`src/rtl/dino_motion.sv`:
```
// -----------------------------------------------------------------------------
// dino_motion
//
// Vertical-motion engine for the dino sprite. Position and velocity advance
// once per enabled physics step. On top of a plain gravity jump it provides:
// reduced gravity while the jump key is held during the rise, fast-fall while
// ducking in the air, a terminal-velocity clamp, a ceiling clamp, a one-cycle
// landing pulse, a game-over freeze and a cheat float that releases into a
// normal fall.
//
// Ports
//   myclk     in   physics clock, all state changes on the rising edge
//   rst       in   synchronous active-high reset
//   step      in   physics-step enable
//   key_jump  in   jump key (level)
//   key_duck  in   duck key (level)
//   over      in   game over, forces DEAD until rst
//   cheat     in   float request
//   pos       out  current top row (POS_W bits, down is larger)
//   vel       out  signed velocity, down positive
//   state     out  0 GROUND, 1 RISE, 2 FALL, 3 DEAD, 4 FLOAT
//   jumping   out  state is RISE or FALL
//   ducking   out  on the ground with duck held, no jump, not game over
//   landed    out  one-cycle pulse on touchdown
//   jump_cnt  out  jumps started, saturating at 255
// -----------------------------------------------------------------------------
//
//   state   | meaning
//   --------+---------------------------------------------------------
//   GROUND  | resting at GROUND row, waiting for a jump on a step
//   RISE    | airborne, velocity negative (moving up)
//   FALL    | airborne, velocity zero or positive (moving down)
//   DEAD    | game over, everything frozen until rst
//   FLOAT   | cheat hover at CHEAT_POS; release drops into FALL
//
module dino_motion #(
    parameter int POS_W     = 9,
    parameter int V_W       = 5,
    parameter int GROUND    = 300,
    parameter int CEIL      = 0,
    parameter int INIT_V    = -15,
    parameter int G         = 1,
    parameter int G_HOLD    = 1,
    parameter int G_FAST    = 3,
    parameter int MAX_V     = 15,
    parameter int CHEAT_POS = 100
) (
    input  logic                  myclk,
    input  logic                  rst,
    input  logic                  step,
    input  logic                  key_jump,
    input  logic                  key_duck,
    input  logic                  over,
    input  logic                  cheat,
    output logic [POS_W-1:0]      pos,
    output logic signed [V_W-1:0] vel,
    output logic [2:0]            state,
    output logic                  jumping,
    output logic                  ducking,
    output logic                  landed,
    output logic [7:0]            jump_cnt
);

    // Position arithmetic carries two extra bits so that overshoot past the
    // ground and undershoot past the ceiling are both visible as signed values.
    localparam int PW = POS_W + 2;
    // Velocity arithmetic carries one extra bit so vel + g cannot wrap before
    // the terminal-velocity clamp sees it.
    localparam int VW = V_W + 1;

    localparam logic signed [PW-1:0]  GROUND_W  = PW'(GROUND);
    localparam logic signed [PW-1:0]  CEIL_W    = PW'(CEIL);
    localparam logic signed [VW-1:0]  MAX_V_W   = VW'(MAX_V);
    localparam logic signed [VW-1:0]  G_W       = VW'(G);
    localparam logic signed [VW-1:0]  G_HOLD_W  = VW'(G_HOLD);
    localparam logic signed [VW-1:0]  G_FAST_W  = VW'(G_FAST);
    localparam logic [POS_W-1:0]      GROUND_P  = POS_W'(GROUND);
    localparam logic [POS_W-1:0]      CEIL_P    = POS_W'(CEIL);
    localparam logic [POS_W-1:0]      CHEAT_P   = POS_W'(CHEAT_POS);
    localparam logic signed [V_W-1:0] INIT_V_V  = V_W'(INIT_V);
    localparam logic signed [V_W-1:0] MAX_V_V   = V_W'(MAX_V);

    typedef enum logic [2:0] {
        S_GROUND = 3'd0,
        S_RISE   = 3'd1,
        S_FALL   = 3'd2,
        S_DEAD   = 3'd3,
        S_FLOAT  = 3'd4
    } st_t;

    st_t st;

    logic signed [VW-1:0]  g_sel;
    logic signed [VW-1:0]  nv_sum;
    logic signed [V_W-1:0] nv;
    logic signed [PW-1:0]  np;

    // Duck overrides everything; the hold bonus only applies on the way up.
    always_comb begin
        g_sel = G_W;
        if (key_duck) begin
            g_sel = G_FAST_W;
        end else if ((st == S_RISE) && key_jump) begin
            g_sel = G_HOLD_W;
        end
    end

    assign np     = $signed({2'b00, pos}) + PW'(vel);
    assign nv_sum = VW'(vel) + g_sel;
    assign nv     = (nv_sum > MAX_V_W) ? MAX_V_V : nv_sum[V_W-1:0];

    always_ff @(posedge myclk) begin
        if (rst) begin
            st       <= S_GROUND;
            pos      <= GROUND_P;
            vel      <= '0;
            landed   <= 1'b0;
            jump_cnt <= '0;
        end else begin
            landed <= 1'b0;
            if (over) begin
                st  <= S_DEAD;
                vel <= '0;
            end else if (st == S_DEAD) begin
                st <= S_DEAD;
            end else if (cheat) begin
                st  <= S_FLOAT;
                pos <= CHEAT_P;
                vel <= '0;
            end else if (st == S_FLOAT) begin
                // Release drops from rest; pos stays at the float row.
                st  <= S_FALL;
                vel <= '0;
            end else if (step) begin
                case (st)
                    S_GROUND: begin
                        if (key_jump) begin
                            st  <= S_RISE;
                            vel <= INIT_V_V;
                            if (jump_cnt != 8'hFF) begin
                                jump_cnt <= jump_cnt + 8'd1;
                            end
                        end
                    end
                    S_RISE, S_FALL: begin
                        if (np >= GROUND_W) begin
                            st     <= S_GROUND;
                            pos    <= GROUND_P;
                            vel    <= '0;
                            landed <= 1'b1;
                        end else if (np < CEIL_W) begin
                            st  <= S_FALL;
                            pos <= CEIL_P;
                            vel <= '0;
                        end else begin
                            pos <= np[POS_W-1:0];
                            vel <= nv;
                            if ((st == S_RISE) && !nv[V_W-1]) begin
                                st <= S_FALL;
                            end
                        end
                    end
                    default: begin
                        st <= st;
                    end
                endcase
            end
        end
    end

    assign state   = st;
    assign jumping = (st == S_RISE) || (st == S_FALL);
    assign ducking = (st == S_GROUND) && key_duck && !key_jump && !over;

endmodule
```
`config.mk`:
```
export PLATFORM = sky130hd
export DESIGN_NAME = dino_motion
export DESIGN_NICKNAME = d
export VERILOG_FILES = /design/src/rtl/dino_motion.sv
export SDC_FILE = /design/constraint.sdc
export NUM_CORES = 1
export LEC_CHECK = 0
export CAP_MARGIN = 0
export CORE_ASPECT_RATIO = 0.75
export CORE_MARGIN = 4
export CORE_UTILIZATION = 56
export DETAILED_ROUTE_END_ITERATION = 10
export GPL_ROUTABILITY_DRIVEN = 0
export PLACE_DENSITY = 0.94
export REMOVE_ABC_BUFFERS = 1
export SYNTH_ARGS = -nofsm -noshare
export SYNTH_HDL_FRONTEND = slang
export SYNTH_SLANG_ARGS = --single-unit
```
`constraint.sdc`:
```
create_clock -name myclk -period 5.05 [get_ports myclk]
set_input_delay 0.7575 -clock myclk [delete_from_list [all_inputs] [get_ports myclk]]
set_output_delay 0.7575 -clock myclk [all_outputs]
set_load 0.005 [all_outputs]
```
=== After elaboration in Yosys (flattened, before gate mapping) ===
Index checks and enable logic that the tools add are counted.

* Register bits: 26
* Word-level logic and storage cells: 78
* Bits of input ports: 7
* Output and inout port bits: 28

* Mux-type cells: 26
* Reduce and logical (&&, ||, !) cells: 24
* Equal/unequal tests: 10
* $add $sub $neg: 3
* Bitwise operators: 6
* Magnitude comparators: 3

{| class="wikitable"
|+ Operator list
! cell !! number
|-
| $mux W9 || 6
|-
| $mux W5 || 7
|-
| $mux W3 || 7
|-
| $ne A8 B8 Y1 const B || 2
|-
| $ne A6 B6 Y1 const B || 2
|-
| $reduce_and A4 Y1 || 3
|-
| $add A10 B5 Y11 || 1
|-
| $ge A11 B10 Y1 const B || 1
|-
| $lt A11 B1 Y1 const B || 1
|-
| $pmux W5 S2 || 1
|-
| $add A8 B1 Y8 const B || 1
|-
| $reduce_and A8 Y1 || 1
|-
| $reduce_or A7 Y1 || 1
|-
| $add A5 B3 Y6 || 1
|-
| $eq A3 B2 Y1 const B || 2
|-
| $gt A6 B5 Y1 const B || 1
|-
| $mux W2 || 3
|-
| $not A1 Y1 || 6
|-
| $pmux W3 S2 || 1
|-
| $reduce_bool A6 Y1 || 1
|-
| $reduce_and A5 Y1 || 1
|-
| $reduce_bool A5 Y1 || 1
|-
| $logic_and A1 B1 Y1 || 4
|-
| $ne A4 B4 Y1 const B || 1
|-
| other kinds (12) || 16
|}

=== Logic depth before layout (Yosys ltp) ===
* Word-level depth: 15
* Mapped depth: 11
* Depth with buffers taken out: 9

=== Worst setup path before layout ===
OpenSTA, ideal clock, no wires.

* Kind: register to register
* Start: reg vel[0]
* End: reg st[1] (netlist: state[1])
* Arrival: 2.647 ns
* Path buffers: 2
* Clock period less this slack: 2.787 ns
* Path slack: 2.263 ns
* Data required time: 4.910 ns
* Stages on the path, launching flop included: 12
* Cell sequence: dfxtp_1 > ha_1 > fa_1 > nand3_2 > a21oi_4 > mux2i_1 > or4b_1 > o21a_1 > buf_6 > buf_2 > o31ai_2 > o211ai_2

* Word-level cells in the longest chain between the ends: 10
* Elaborated cells between the ends (all ways): 18

{| class="wikitable"
|+ Ends and longest elaborated chain
! element !! line !! text
|-
| start, declared || 56 || <nowiki>output logic signed [V_W-1:0] vel,</nowiki>
|-
| start signal, assigned || 157 || <nowiki>vel <= nv;</nowiki>
|-
| $add A10 B5 Y11 || 108 || <nowiki>assign np = $signed({2'b00, pos}) + PW'(vel);</nowiki>
|-
| $lt A11 B1 Y1 || 151 || <nowiki>end else if (np < CEIL_W) begin</nowiki>
|-
| $mux W3 || 151 ||
|-
| $mux W3 || 146 || <nowiki>if (np >= GROUND_W) begin</nowiki>
|-
| $pmux W3 S2 || 135 || <nowiki>case (st)</nowiki>
|-
| $mux W3 || 134 || <nowiki>end else if (step) begin</nowiki>
|-
| $mux W3 || 130 || <nowiki>end else if (st == S_FLOAT) begin</nowiki>
|-
| $mux W3 || 126 || <nowiki>end else if (cheat) begin</nowiki>
|-
| $mux W2 || 124 || <nowiki>end else if (st == S_DEAD) begin</nowiki>
|-
| $mux W2 || 121 || <nowiki>if (over) begin</nowiki>
|-
| end signal, assigned || 164 || <nowiki>st <= st;</nowiki>
|-
| end, declared || 91 || <nowiki>st_t st;</nowiki>
|}

Several ways; a longest one is shown, not always the timed one. The select of a mux whose other input is x is not followed.
A chain may end at the register's enable or synchronous reset.

=== Final worst setup path ===
* Start: reg vel[4]
* End: reg pos[3]

* Word-level cells in the longest chain between the ends: 8
* Elaborated cells between the ends (all ways): 9

{| class="wikitable"
|+ Ends and longest elaborated chain
! element !! line !! text
|-
| $add A10 B5 Y11 (*) || 108 ||
|-
| $lt A11 B1 Y1 || 151 ||
|-
| $mux W9 || 151 ||
|-
| $mux W9 (*) || 146 ||
|-
| $mux W9 (*) || 135 ||
|-
| $mux W9 (*) || 134 ||
|-
| $mux W9 (*) || 130 ||
|-
| $mux W9 (*) || 126 ||
|-
| end signal, assigned || 156 || <nowiki>pos <= np[POS_W-1:0];</nowiki>
|-
| end, declared || 55 || <nowiki>output logic [POS_W-1:0] pos,</nowiki>
|}

Every way passes the cells marked *; elsewhere a longest branch is shown, timed or not. The select of a mux whose other input is x is not followed.

==> summary.txt <==
Max Cap Viol - 0
I/O pin count - 35
Top cell type's share of synthesized area - 0.2748
Kind of critical path - reg2reg
Met2 wire length - 2.008 mm
Layout Nets - 279
RSZ-0062 raised after global routing - false
Worst slack at placement - 1577 ps
Yosys warnings - 0
Vias per cell - 6.458
Status - finished clean
Worst VDD drop - 0.1579 mV
Hold bufs inserted after CTS - 0
Setup bufs post-CTS - 0
CP Data Required Time - 5210 ps
Post-synth cell types - 57
Root Buffer Master - clkbuf_8
Slowest CP cell - dfxtp_1
WL met1 - 2.459 mm
Syn Inst Count - 229
IO Port Bufs - 34
Cell family with most CP delay - compound AO/OA/AOI/OAI gates
Highest routed layer - met4
Die ar. - 4387 µm²
Area leader, netlist - dfxtp_1
Post-synth ARST share - 0
Buffers & Inverters on Critical Path - 0
Row count - 17
Area Overhead vs Synth - 20.74%
Slack of the worst reg-to-reg path - 1710 ps
Drt pass-1 iters - 5
First-pass GRT wire length - 8.045 mm
Total CTS buffers - 3
Most used cell, CP - o21ai_0
Setup crit start - vel[4]
Crit path largest cell delay - 650 ps
Share of cells above drive strength 1 - 0.05058
HP Class - reg2reg
CP cell instances - ha_1 -> nand2_1 -> a2111oi_0 -> o21ai_0 -> mux2i_1 -> o21a_1 -> o21ai_0 -> a221o_1
Post-detail-place hpwl - 3.522 mm
Global route total overflow - 0
CTS tree - built
Final worst slack - 1710 ps
Filler cells - 209
Clk slew on worst S/H paths - 90 ps
Cts repair resizes - 0
Initial Utilization - 0.6142
R2R cell count - 8
Synth Register Bits - 26
Final Hold Viols - 0
Layout Cells excl Fill - 295
Vias - 1905
Die width - 75.16 µm
Post-synth top flop - dfxtp_1
Pwr dens - 231.3 nW/µm²
Crit path capture - pos[3]
CORE AREA - 3084 µm²
H-tree levels - 1
Fmax - 0.2994 GHz
Critical Path Start Type - flip-flop
Initial antenna violation count - 0
Insertion delay to the later sink of the worst-skew pair - 270 ps
Worst-path fanout max - 19
Tmin final - 3340 ps
WL/cell - 16.56 µm
Arrival @ worst endpoint - 3500 ps
Final wirelength - 4.886 mm
Fin crit share - 0.6613
Mean Syn Cell Area - 8.272 µm²
RR Startpoint - vel[4]
Worst R2R End - pos[3]
Critical path depth - 8
Post-synth EDFFs - 0
DR iter-0 viols - 222
Sequential element share of the synthesized area - 0.2748
Clock sink count - 26
Fin. max-slew vios - 0
LEAKAGE - 0.8723 nW
Clk_skew - 3.259 ps
Synth top area cells - dfxtp_1, ha_1, nor2_1
Rel. slew slack - 0.2738
Post-Route Setup TNS - 0 ps
Worst slew pin tran - 1075 ps
Final Util - 0.7416
Met3 wire len - 374 µm
Largest net degree at the start of global routing - 23
Vias in the first global route - 1674
Synthesized cell area - 1894 µm²
Antenna cell count - 0
ANT nets after route - 0
Worst setup EP type - flip-flop
Placed instance count - 291
Die height - 58.37 µm
DRC - 0
Setup Viol. Count Final - 0
Clk buf depth - 2
GRT Total Usage - 0.2315
-- cells in the final DEF (no fill, tap or decap), types with 3 or more instances in the layout --
cell	count
nand2_1	16
xnor2_1	5
nand4_1	4
nor2b_1	6
o21ai_0	9
nand2b_1	5
ha_1	12
and2_1	4
nor3_1	6
and3_1	3
clkdlybuf4s50_1	34
dfxtp_1	26
nand3_1	6
nor3b_1	3
a221o_1	4
nor2_1	27
xor2_1	4
inv_1	8
a21oi_1	12
a32oi_1	4
a311oi_1	4
clkbuf_8	4
mux2i_1	3
a21o_1	4
-- flip-flops by register name, indices dropped and copies added, names as in the netlist --
register,cells
pos,9
jump_cnt,8
vel,5
state,3
landed,1
-- logic make-up after synthesis --
| group | share of synthesized area |
|---|---|
| simple gates | 0.2550 |
| xor+xnor | 0.04161 |
| buf+inv | 0.04227 |
| mux | 0.01585 |
| compound gates | 0.2702 |
| flops | 0.2748 |
| fa+ha+maj | 0.1004 |
-- per-layer routing --
metal | GRT usage | vias up
met5 | 0 | -
met4 | 0.03491 | 0
met3 | 0.05461 | 8
met2 | 0.3275 | 95
met1 | 0.3613 | 887
li1 | - | 915
-- power by group --
group	switching (mW)	internal, mW	total, mW	leakage, nW
Sequential	0.0161	0.214	0.230	0.211
Combinational	0.0936	0.0706	0.164	0.632
Clock	0.0651	0.0697	0.135	0.0288
-- synthesized netlist by cell type, types with 3 or more instances --
library cell / instances
o21ai_0: 9
nor3b_1: 3
ha_1: 12
nor2_1: 27
nand3_1: 6
mux2i_1: 3
and2_1: 4
dfxtp_1: 26
a21oi_1: 12
nor2b_1: 6
nand4_1: 4
nor3_1: 6
xor2_1: 4
and3_1: 3
clkbuf_1: 7
a21o_1: 4
xnor2_1: 5
nand2_1: 16
a32oi_1: 4
inv_1: 8
a221o_1: 4
a311oi_1: 4
nand2b_1: 5
-- worst min path at each step --
stage                     slack, ps   start  cells after the start  endpoint
after floorplan                 510  pos[0]                      2    pos[0]
after global placement          520  pos[6]                      2    pos[6]
after detailed placement        540  pos[6]                      2    pos[6]
after CTS                       550  pos[6]                      2    pos[6]
after global routing            560  pos[6]                      2    pos[6]
final                           550  pos[6]                      2    pos[6]
-- worst register-to-register path, delay by kind of cell, from the launching register on --
family	cells	cell delay, ps
compound gates	5	1840
mux	1	200
flops	1	650
simple gates	1	180
fa+ha+maj	1	370
-- final cells by class --
cell class	count	area (µm²)	area share
repair buffers	34	340.3	0.1488
flip-flops and latches	26	520.5	0.2276
well taps	38	47.55	0.02079
multi-input cells	185	1294	0.5656
clock buffers	4	55.05	0.02407
inverters	8	30.03	0.01313
-- stage by stage --
stage	area (µm²)	total power, mW	hold slack (ps)
floorplan	1844	0.3338	505.8
global placement	2232	0.3901	519.5
detailed placement	2232	0.3921	536.9
CTS	2287	0.5247	553.3
global route	2287	0.5569	556.3
finish	2287	0.5291	547.1
No activity file was read; power rests on OpenSTA's default activity.
